`config.mk`:
```
export PLATFORM = sky130hd
export DESIGN_NAME = panda_div_flat
export DESIGN_NICKNAME = d
export VERILOG_FILES = /design/src/rtl/panda_div_if.sv /design/src/rtl/panda_div.sv /design/src/flat_wrapper.sv
export SDC_FILE = /design/constraint.sdc
export NUM_CORES = 1
export LEC_CHECK = 0
export CAP_MARGIN = 20
export CORE_ASPECT_RATIO = 0.6
export CORE_UTILIZATION = 53
export CTS_CLUSTER_DIAMETER = 150
export DETAILED_ROUTE_END_ITERATION = 16
export PLACE_DENSITY = 0.78
export SETUP_SLACK_MARGIN = 0.02
export SYNTH_ARGS = -nofsm -noshare
export SYNTH_HDL_FRONTEND = slang
export SYNTH_SLANG_ARGS = --single-unit
export TNS_END_PERCENT = 10
```
`constraint.sdc`:
```
create_clock -name clk_i -period 4.9 [get_ports clk_i]
set_input_delay 0.735 -clock clk_i [delete_from_list [all_inputs] [get_ports clk_i]]
set_output_delay 0.735 -clock clk_i [all_outputs]
set_load 0.005 [all_outputs]
```
`src/rtl/panda_div_if.sv`:
```
// panda_pkg: shared types for the panda divider.
//   div_operator_e : 2-bit operator code (DIV, DIVU, REM, REMU).
//
// panda_div_if: request/result handshake bundle for panda_div.
//   valid_i / ready_o         request handshake (accepted when both high)
//   operator_i                operation, sampled at acceptance
//   operand_a_i / operand_b_i dividend / divisor, sampled at acceptance
//   valid_o / ready_i         result handshake (consumed when both high)
//   result_o                  quotient or remainder, 0 while valid_o is low
// The slave modport is the divider side; the master modport is the requester.

package panda_pkg;
    typedef enum logic [1:0] {
        DIV  = 2'b00,
        DIVU = 2'b01,
        REM  = 2'b10,
        REMU = 2'b11
    } div_operator_e;
endpackage

interface panda_div_if;
    import panda_pkg::*;

    logic          valid_i;
    logic          ready_o;
    div_operator_e operator_i;
    logic [31:0]   operand_a_i;
    logic [31:0]   operand_b_i;
    logic          valid_o;
    logic          ready_i;
    logic [31:0]   result_o;

    modport slave (
        input  valid_i, operator_i, operand_a_i, operand_b_i, ready_i,
        output ready_o, valid_o, result_o
    );

    modport master (
        output valid_i, operator_i, operand_a_i, operand_b_i, ready_i,
        input  ready_o, valid_o, result_o
    );
endinterface

```
`src/rtl/panda_div.sv`:
```
// panda_div: 32-bit iterative divider (restoring, radix-2, one quotient bit
// per clock, MSB first).
//   clk_i   clock, all state changes on the rising edge
//   rst_i   synchronous active-high reset, highest priority
//   flush_i abandons any in-flight or completed operation
//   bus     panda_div_if.slave request/result handshake
// Divide-by-zero and signed overflow bypass the iteration and complete on the
// accepting edge. Normal operations complete 32 edges after acceptance.

module panda_div
    import panda_pkg::*;
(
    input  logic          clk_i,
    input  logic          rst_i,
    input  logic          flush_i,
    panda_div_if.slave    bus
);

    typedef enum logic [1:0] {
        IDLE = 2'b00,
        CALC = 2'b01,
        DONE = 2'b10
    } state_e;

    state_e      state_reg;
    logic [4:0]  cnt_reg;
    logic [31:0] quo_reg;     // holds the dividend magnitude, shifted out as quotient bits shift in
    logic [32:0] rem_reg;     // partial remainder, 33 bits so the trial subtraction keeps its borrow
    logic [31:0] div_reg;     // divisor magnitude
    logic        rem_sel_reg; // 1: return remainder, 0: return quotient
    logic        neg_q_reg;
    logic        neg_r_reg;
    logic [31:0] result_reg;
    logic        valid_reg;
    logic        ready_reg;

    // Acceptance-side decode of the incoming request.
    logic        is_signed;
    logic        a_neg;
    logic        b_neg;
    logic [31:0] mag_a;
    logic [31:0] mag_b;
    logic        b_zero;
    logic        ovf;
    logic [31:0] special_result;

    always_comb begin
        is_signed = ~bus.operator_i[0];
        a_neg     = is_signed & bus.operand_a_i[31];
        b_neg     = is_signed & bus.operand_b_i[31];
        mag_a     = a_neg ? (32'd0 - bus.operand_a_i) : bus.operand_a_i;
        mag_b     = b_neg ? (32'd0 - bus.operand_b_i) : bus.operand_b_i;
        b_zero    = (bus.operand_b_i == 32'd0);
        ovf       = is_signed && (bus.operand_a_i == 32'h8000_0000)
                              && (bus.operand_b_i == 32'hFFFF_FFFF);
        special_result = 32'd0;
        if (b_zero) begin
            special_result = bus.operator_i[1] ? bus.operand_a_i : 32'hFFFF_FFFF;
        end else if (ovf) begin
            special_result = bus.operator_i[1] ? 32'd0 : 32'h8000_0000;
        end
    end

    // One restoring step: shift in the next dividend bit, try to subtract.
    // The extra top bit of shifted/diff is always zero on entry; diff[33]
    // is the borrow that decides the quotient bit.
    logic [33:0] shifted;
    logic [33:0] diff;
    logic [32:0] rem_step;
    logic [31:0] quo_step;
    logic [31:0] q_fix;
    logic [31:0] r_fix;

    always_comb begin
        shifted = {rem_reg, quo_reg[31]};
        diff    = shifted - {2'b00, div_reg};
        if (!diff[33]) begin
            rem_step = diff[32:0];
            quo_step = {quo_reg[30:0], 1'b1};
        end else begin
            rem_step = shifted[32:0];
            quo_step = {quo_reg[30:0], 1'b0};
        end
        // Sign fix-up: quotient negative when signs differ, remainder follows the dividend.
        q_fix = neg_q_reg ? (32'd0 - quo_step) : quo_step;
        r_fix = neg_r_reg ? (32'd0 - rem_step[31:0]) : rem_step[31:0];
    end

    always_ff @(posedge clk_i) begin
        if (rst_i) begin
            state_reg   <= IDLE;
            cnt_reg     <= 5'd0;
            quo_reg     <= 32'd0;
            rem_reg     <= 33'd0;
            div_reg     <= 32'd0;
            rem_sel_reg <= 1'b0;
            neg_q_reg   <= 1'b0;
            neg_r_reg   <= 1'b0;
            result_reg  <= 32'd0;
            valid_reg   <= 1'b0;
            ready_reg   <= 1'b1;    // masked by rst_i at the output, so it shows up right after release
        end else if (flush_i) begin
            state_reg  <= IDLE;
            cnt_reg    <= 5'd0;
            result_reg <= 32'd0;
            valid_reg  <= 1'b0;
            ready_reg  <= 1'b1;
        end else begin
            case (state_reg)
                IDLE: begin
                    if (bus.valid_i) begin
                        rem_sel_reg <= bus.operator_i[1];
                        neg_q_reg   <= a_neg ^ b_neg;
                        neg_r_reg   <= a_neg;
                        quo_reg     <= mag_a;
                        div_reg     <= mag_b;
                        rem_reg     <= 33'd0;
                        cnt_reg     <= 5'd0;
                        ready_reg   <= 1'b0;
                        if (b_zero || ovf) begin
                            state_reg  <= DONE;
                            result_reg <= special_result;
                            valid_reg  <= 1'b1;
                        end else begin
                            state_reg <= CALC;
                        end
                    end
                end
                CALC: begin
                    quo_reg <= quo_step;
                    rem_reg <= rem_step;
                    cnt_reg <= cnt_reg + 5'd1;
                    if (cnt_reg == 5'd31) begin
                        state_reg  <= DONE;
                        result_reg <= rem_sel_reg ? r_fix : q_fix;
                        valid_reg  <= 1'b1;
                    end
                end
                DONE: begin
                    if (bus.ready_i) begin
                        state_reg  <= IDLE;
                        result_reg <= 32'd0;
                        valid_reg  <= 1'b0;
                        ready_reg  <= 1'b1;
                    end
                end
                default: begin
                    state_reg  <= IDLE;
                    result_reg <= 32'd0;
                    valid_reg  <= 1'b0;
                    ready_reg  <= 1'b1;
                end
            endcase
        end
    end

    assign bus.ready_o  = ready_reg & ~rst_i;
    assign bus.valid_o  = valid_reg;
    assign bus.result_o = result_reg;

endmodule

```
`src/flat_wrapper.sv`:
```
// flat-port wrapper written by rule: the top's interface ports become plain ports
module panda_div_flat import panda_pkg::*;
  (clk_i, rst_i, flush_i, bus_valid_i, bus_operator_i, bus_operand_a_i, bus_operand_b_i, bus_ready_i, bus_ready_o, bus_valid_o, bus_result_o);
  panda_div_if bus_i ();
  input  logic clk_i;
  input  logic rst_i;
  input  logic flush_i;
  input wire logic [$bits(bus_i.valid_i)-1:0] bus_valid_i;
  input wire logic [$bits(bus_i.operator_i)-1:0] bus_operator_i;
  input wire logic [$bits(bus_i.operand_a_i)-1:0] bus_operand_a_i;
  input wire logic [$bits(bus_i.operand_b_i)-1:0] bus_operand_b_i;
  input wire logic [$bits(bus_i.ready_i)-1:0] bus_ready_i;
  output wire logic [$bits(bus_i.ready_o)-1:0] bus_ready_o;
  output wire logic [$bits(bus_i.valid_o)-1:0] bus_valid_o;
  output wire logic [$bits(bus_i.result_o)-1:0] bus_result_o;
  assign bus_i.valid_i = bus_valid_i;
  assign bus_i.operator_i = bus_operator_i;
  assign bus_i.operand_a_i = bus_operand_a_i;
  assign bus_i.operand_b_i = bus_operand_b_i;
  assign bus_i.ready_i = bus_ready_i;
  assign bus_ready_o = bus_i.ready_o;
  assign bus_valid_o = bus_i.valid_o;
  assign bus_result_o = bus_i.result_o;
  panda_div u_core (.clk_i(clk_i), .rst_i(rst_i), .flush_i(flush_i), .bus(bus_i));
endmodule
```
==> results.py <==
metrics = {
    "run_status": {
        "status": "finished clean",
    },
    "cts": {
        "cts_hold_buf": 0,
        "cts.path.max_buffers": 2,
        "cts.clk_slew.worst_paths_ps": 60,
        "cts_tree": "yes",
        "cts.root.buffer_cell": "clkbuf_16",
        "numClockSinks": 141,
        "clock_latency_of_the_later_clocked_register_in_the_worst_skew_pair_ps": 450,
        "cts.htree.levels": 4,
        "tritoncts.num_buffers": 17,
    },
    "worst_hold_path": {
        "worstHoldStart": "u_core.div_reg[22]",
        "min-delay-path-class": "register to register",
    },
    "synthesis": {
        "synth.net_count": 1673,
        "yosys-top-cells-area": "dfxtp_1 25%, nor2_1 7.2%, a21oi_1 6.7%, xnor2_1 5.3%, o21ai_0 4.9%",
        "yosys_warnings": 0,
        "synth_area_per_cell_um2": 7.21,
        "synth_area_um2": 11300,
        "synth_async_sr_flop_share_pct": 0,
        "synth.largest_area_cell": "dfxtp_1",
        "synthDistinctLibCells": 83,
        "synth-seq-cells": 141,
        "yosysTopAreaCellShare_pct": 25.1,
        "postSynth.topFlopCell": "dfxtp_1",
        "netlist_instances": 1562,
        "ys_seq_area_share_pct": 25.1,
        "synth-edff-count": 0,
    },
    "run": {
        "cap_violations": 0,
    },
    "floorplan": {
        "floorplan.initialDensity_pct": 55.1,
        "die_h_um": 115,
        "core_um2": 20400,
        "die-area_um2": 21800,
        "row_count": 40,
        "boundary_pin_count": 105,
        "die_w_um": 190,
    },
    "drt": {
        "top_metal_layer_carrying_routed_signals": "met4",
        "routed_via_density": 6.51,
        "wl_per_cell_um": 19.9,
        "initialDrtViolationCount": 1807,
        "drtAntennaViolNets": 0,
        "wl_met2_um": 15000,
        "wirelength_met1_um": 17700,
        "dr_total_vias": 12400,
        "met3_length_um": 4730,
        "detail_route.first_pass.iterations": 6,
        "route.detailed.drc": 0,
        "wirelength_um": 38000,
    },
    "sta": {
        "report.final.setup_viol": 0,
        "min_period_over_period_pct": 94.0,
        "final_period_minus_worst_setup_slack_ps": 4600,
        "drv_slew": 0,
        "final.hold.worst_slack_ps": 455,
        "fin_skew_ps": 10.8,
        "timing.max_slew.rel_slack_pct": 22.5,
        "tightestPinTransition_ps": 1160,
        "hold_viol": 0,
        "fmax_ghz": 0.217,
    },
    "placement": {
        "place_congestion": 1.01,
        "dpl.hpwl_um": 28300,
        "placedCellCount": 1874,
        "portBuffers": 104,
        "dpl-instance-area_um2": 12500,
    },
    "global_routing": {
        "globalRouteTotalUtil_pct": 34.6,
        "first_global_vias": 10700,
        "grt_remaining_overflow": 0,
        "antenna_found_initial": 0,
        "grt_first_pass_wirelength_um": 59200,
        "grt_max_degree": 64,
    },
    "power": {
        "vdd.ir_drop.worst_uv": 323,
        "power-per-cell-area_nw_per_um2": 275,
        "power_leakage_nw": 5.04,
        "report.power.total_mw": 3.70,
    },
    "layout": {
        "flip_flop_count_of_the_largest_register_all_copies_and_words_added": 33,
        "finish.instance_area_um2": 13400,
        "drive_above_1_share_pct": 8.19,
        "design.final.nets": 1735,
        "final_common_cell": "nor2_1",
        "antenna_cells": 0,
        "area_growth_pct": 19.3,
        "postLayoutCoreUtil_pct": 65.7,
        "layout.cells.most_common_list": "214 x nor2_1, 147 x a21oi_1, 140 x dfxtp_1",
        "layoutNonFillerInstCount": 1910,
        "num-fill-cells": 1766,
    },
    "worst_setup_path": {
        "critical_path.startpoint": "u_core.div_reg[9]",
        "cp_top_family": "simple AND/OR/NAND/NOR gates",
        "worst-path-max-fanout": 7,
        "max_stage_delay_ps": 480,
        "path_buf_inv": 3,
        "critical-path-top-cell-by-count": "inv_1",
        "worstPathRequired_ps": 5230,
        "timing.critical_path.depth": 21,
        "ff2ff_setup_slack_ps": 300,
        "critPathCaptureType": "register",
        "critical_path_class": "register to register",
        "critical_path.cell_chain": "inv_1 -> ha_2 -> nand4_4 -> nor4_4 -> o21ai_4 -> a311o_1 -> a21oi_4 -> nor2_8 -> nand2_1 -> nand2_1 -> inv_1 -> ha_2 -> inv_1 -> nor4b_2 -> o21ai_1 -> a211oi_2 -> nand4_1 -> or3_4 -> nor2b_2 -> mux2i_1 -> a21oi_1",
        "rr_endpoint": "u_core.bus.result_o[30]",
        "worstSetupEndpoint": "u_core.bus.result_o[30]",
        "worst-endpoint-arrival_ps": 4930,
        "r2r.worst_path.cells": 21,
        "worst_r2r_start": "u_core.div_reg[9]",
        "critical_path.slowest_cell": "or3_4",
        "startpoint_type": "register",
    },
}
final cells by class:
type	instances	area [um2]	area share (%)
Sequential cell	141	2820	21.0
Clock inverter	10	209	1.56
Clock buffer	22	474	3.53
Tap cell	273	342	2.54
Multi-Input combinational cell	1262	8030	59.8
Inverter	60	228	1.70
Timing Repair Buffer	142	1320	9.86
cell families after synthesis:
group,share of synthesized area [%]
DFF,25.1
and+or+nand+nor,23.7
muxes,1.79
xor gates and xnor gates,9.96
AOI/OAI and AO/OA,29.4
buffers and inverters,5.51
adders and majority gates,4.51
how the worst min path moves through the flow:
stage                               to  slack (ps)  depth (start not counted)
finish              u_core.div_reg[22]         450                          2
global route        u_core.div_reg[31]         490                          2
CTS                 u_core.div_reg[22]         450                          2
detailed placement  u_core.div_reg[22]         450                          2
global placement    u_core.div_reg[31]         440                          2
floorplan           u_core.div_reg[18]         430                          2
what timing repair did:
action | in CTS | in global routing
cloned | 0 | 0
buffers inserted | 0 | 4
endpoints found under the hold margin | 0 | 0
pin swaps | 0 | 10
resized for setup | 1 | 37
endpoints found under the setup margin | 1 | 8
worst min-delay path, cell delays in order (launching register included):
cell and delay, ps:
dfxtp_1 310, nand2_1 50, a21oi_1 50
cells in the mapped netlist, drive strengths merged, types with 5 or more instances:
library cell	count
a22oi	32
or3	21
a21o	14
and3	12
o21a	10
nand2	132
o221ai	7
nor4	17
xor2	60
o211ai	13
ha	39
nand4	22
and2	11
dfxtp	141
buf	18
a21oi	153
clkbuf	81
nand3	24
mux2i	14
o31ai	24
or4	9
nand2b	13
nor2	216
o41ai	10
a311oi	11
xnor2	68
a211oi	62
o21ai	117
a31oi	17
nor3	62
inv	60
nand3b	5
nor2b	8
or2	5
stage by stage:
stage               setup TNS (ps)  setup WS [ps]
global route                 -1.93          -1.93
global placement                 0            243
finish                           0            295
CTS                              0           30.7
floorplan                        0            351
detailed placement               0           70.1
report_power, final:
part | switching, mW | internal [mW] | total [mW]
registers | 0.0434 | 1.19 | 1.23
clock network | 0.551 | 0.996 | 1.55
logic | 0.570 | 0.350 | 0.919
layer usage:
layer  vias to the layer above  global-route usage (%)
li1                       5790                       -
met1                      5845                    54.1
met2                       751                    47.1
met3                        44                    6.87
met4                         0                    8.66
met5                         -                       0
Power figures use the tool's default switching activity.
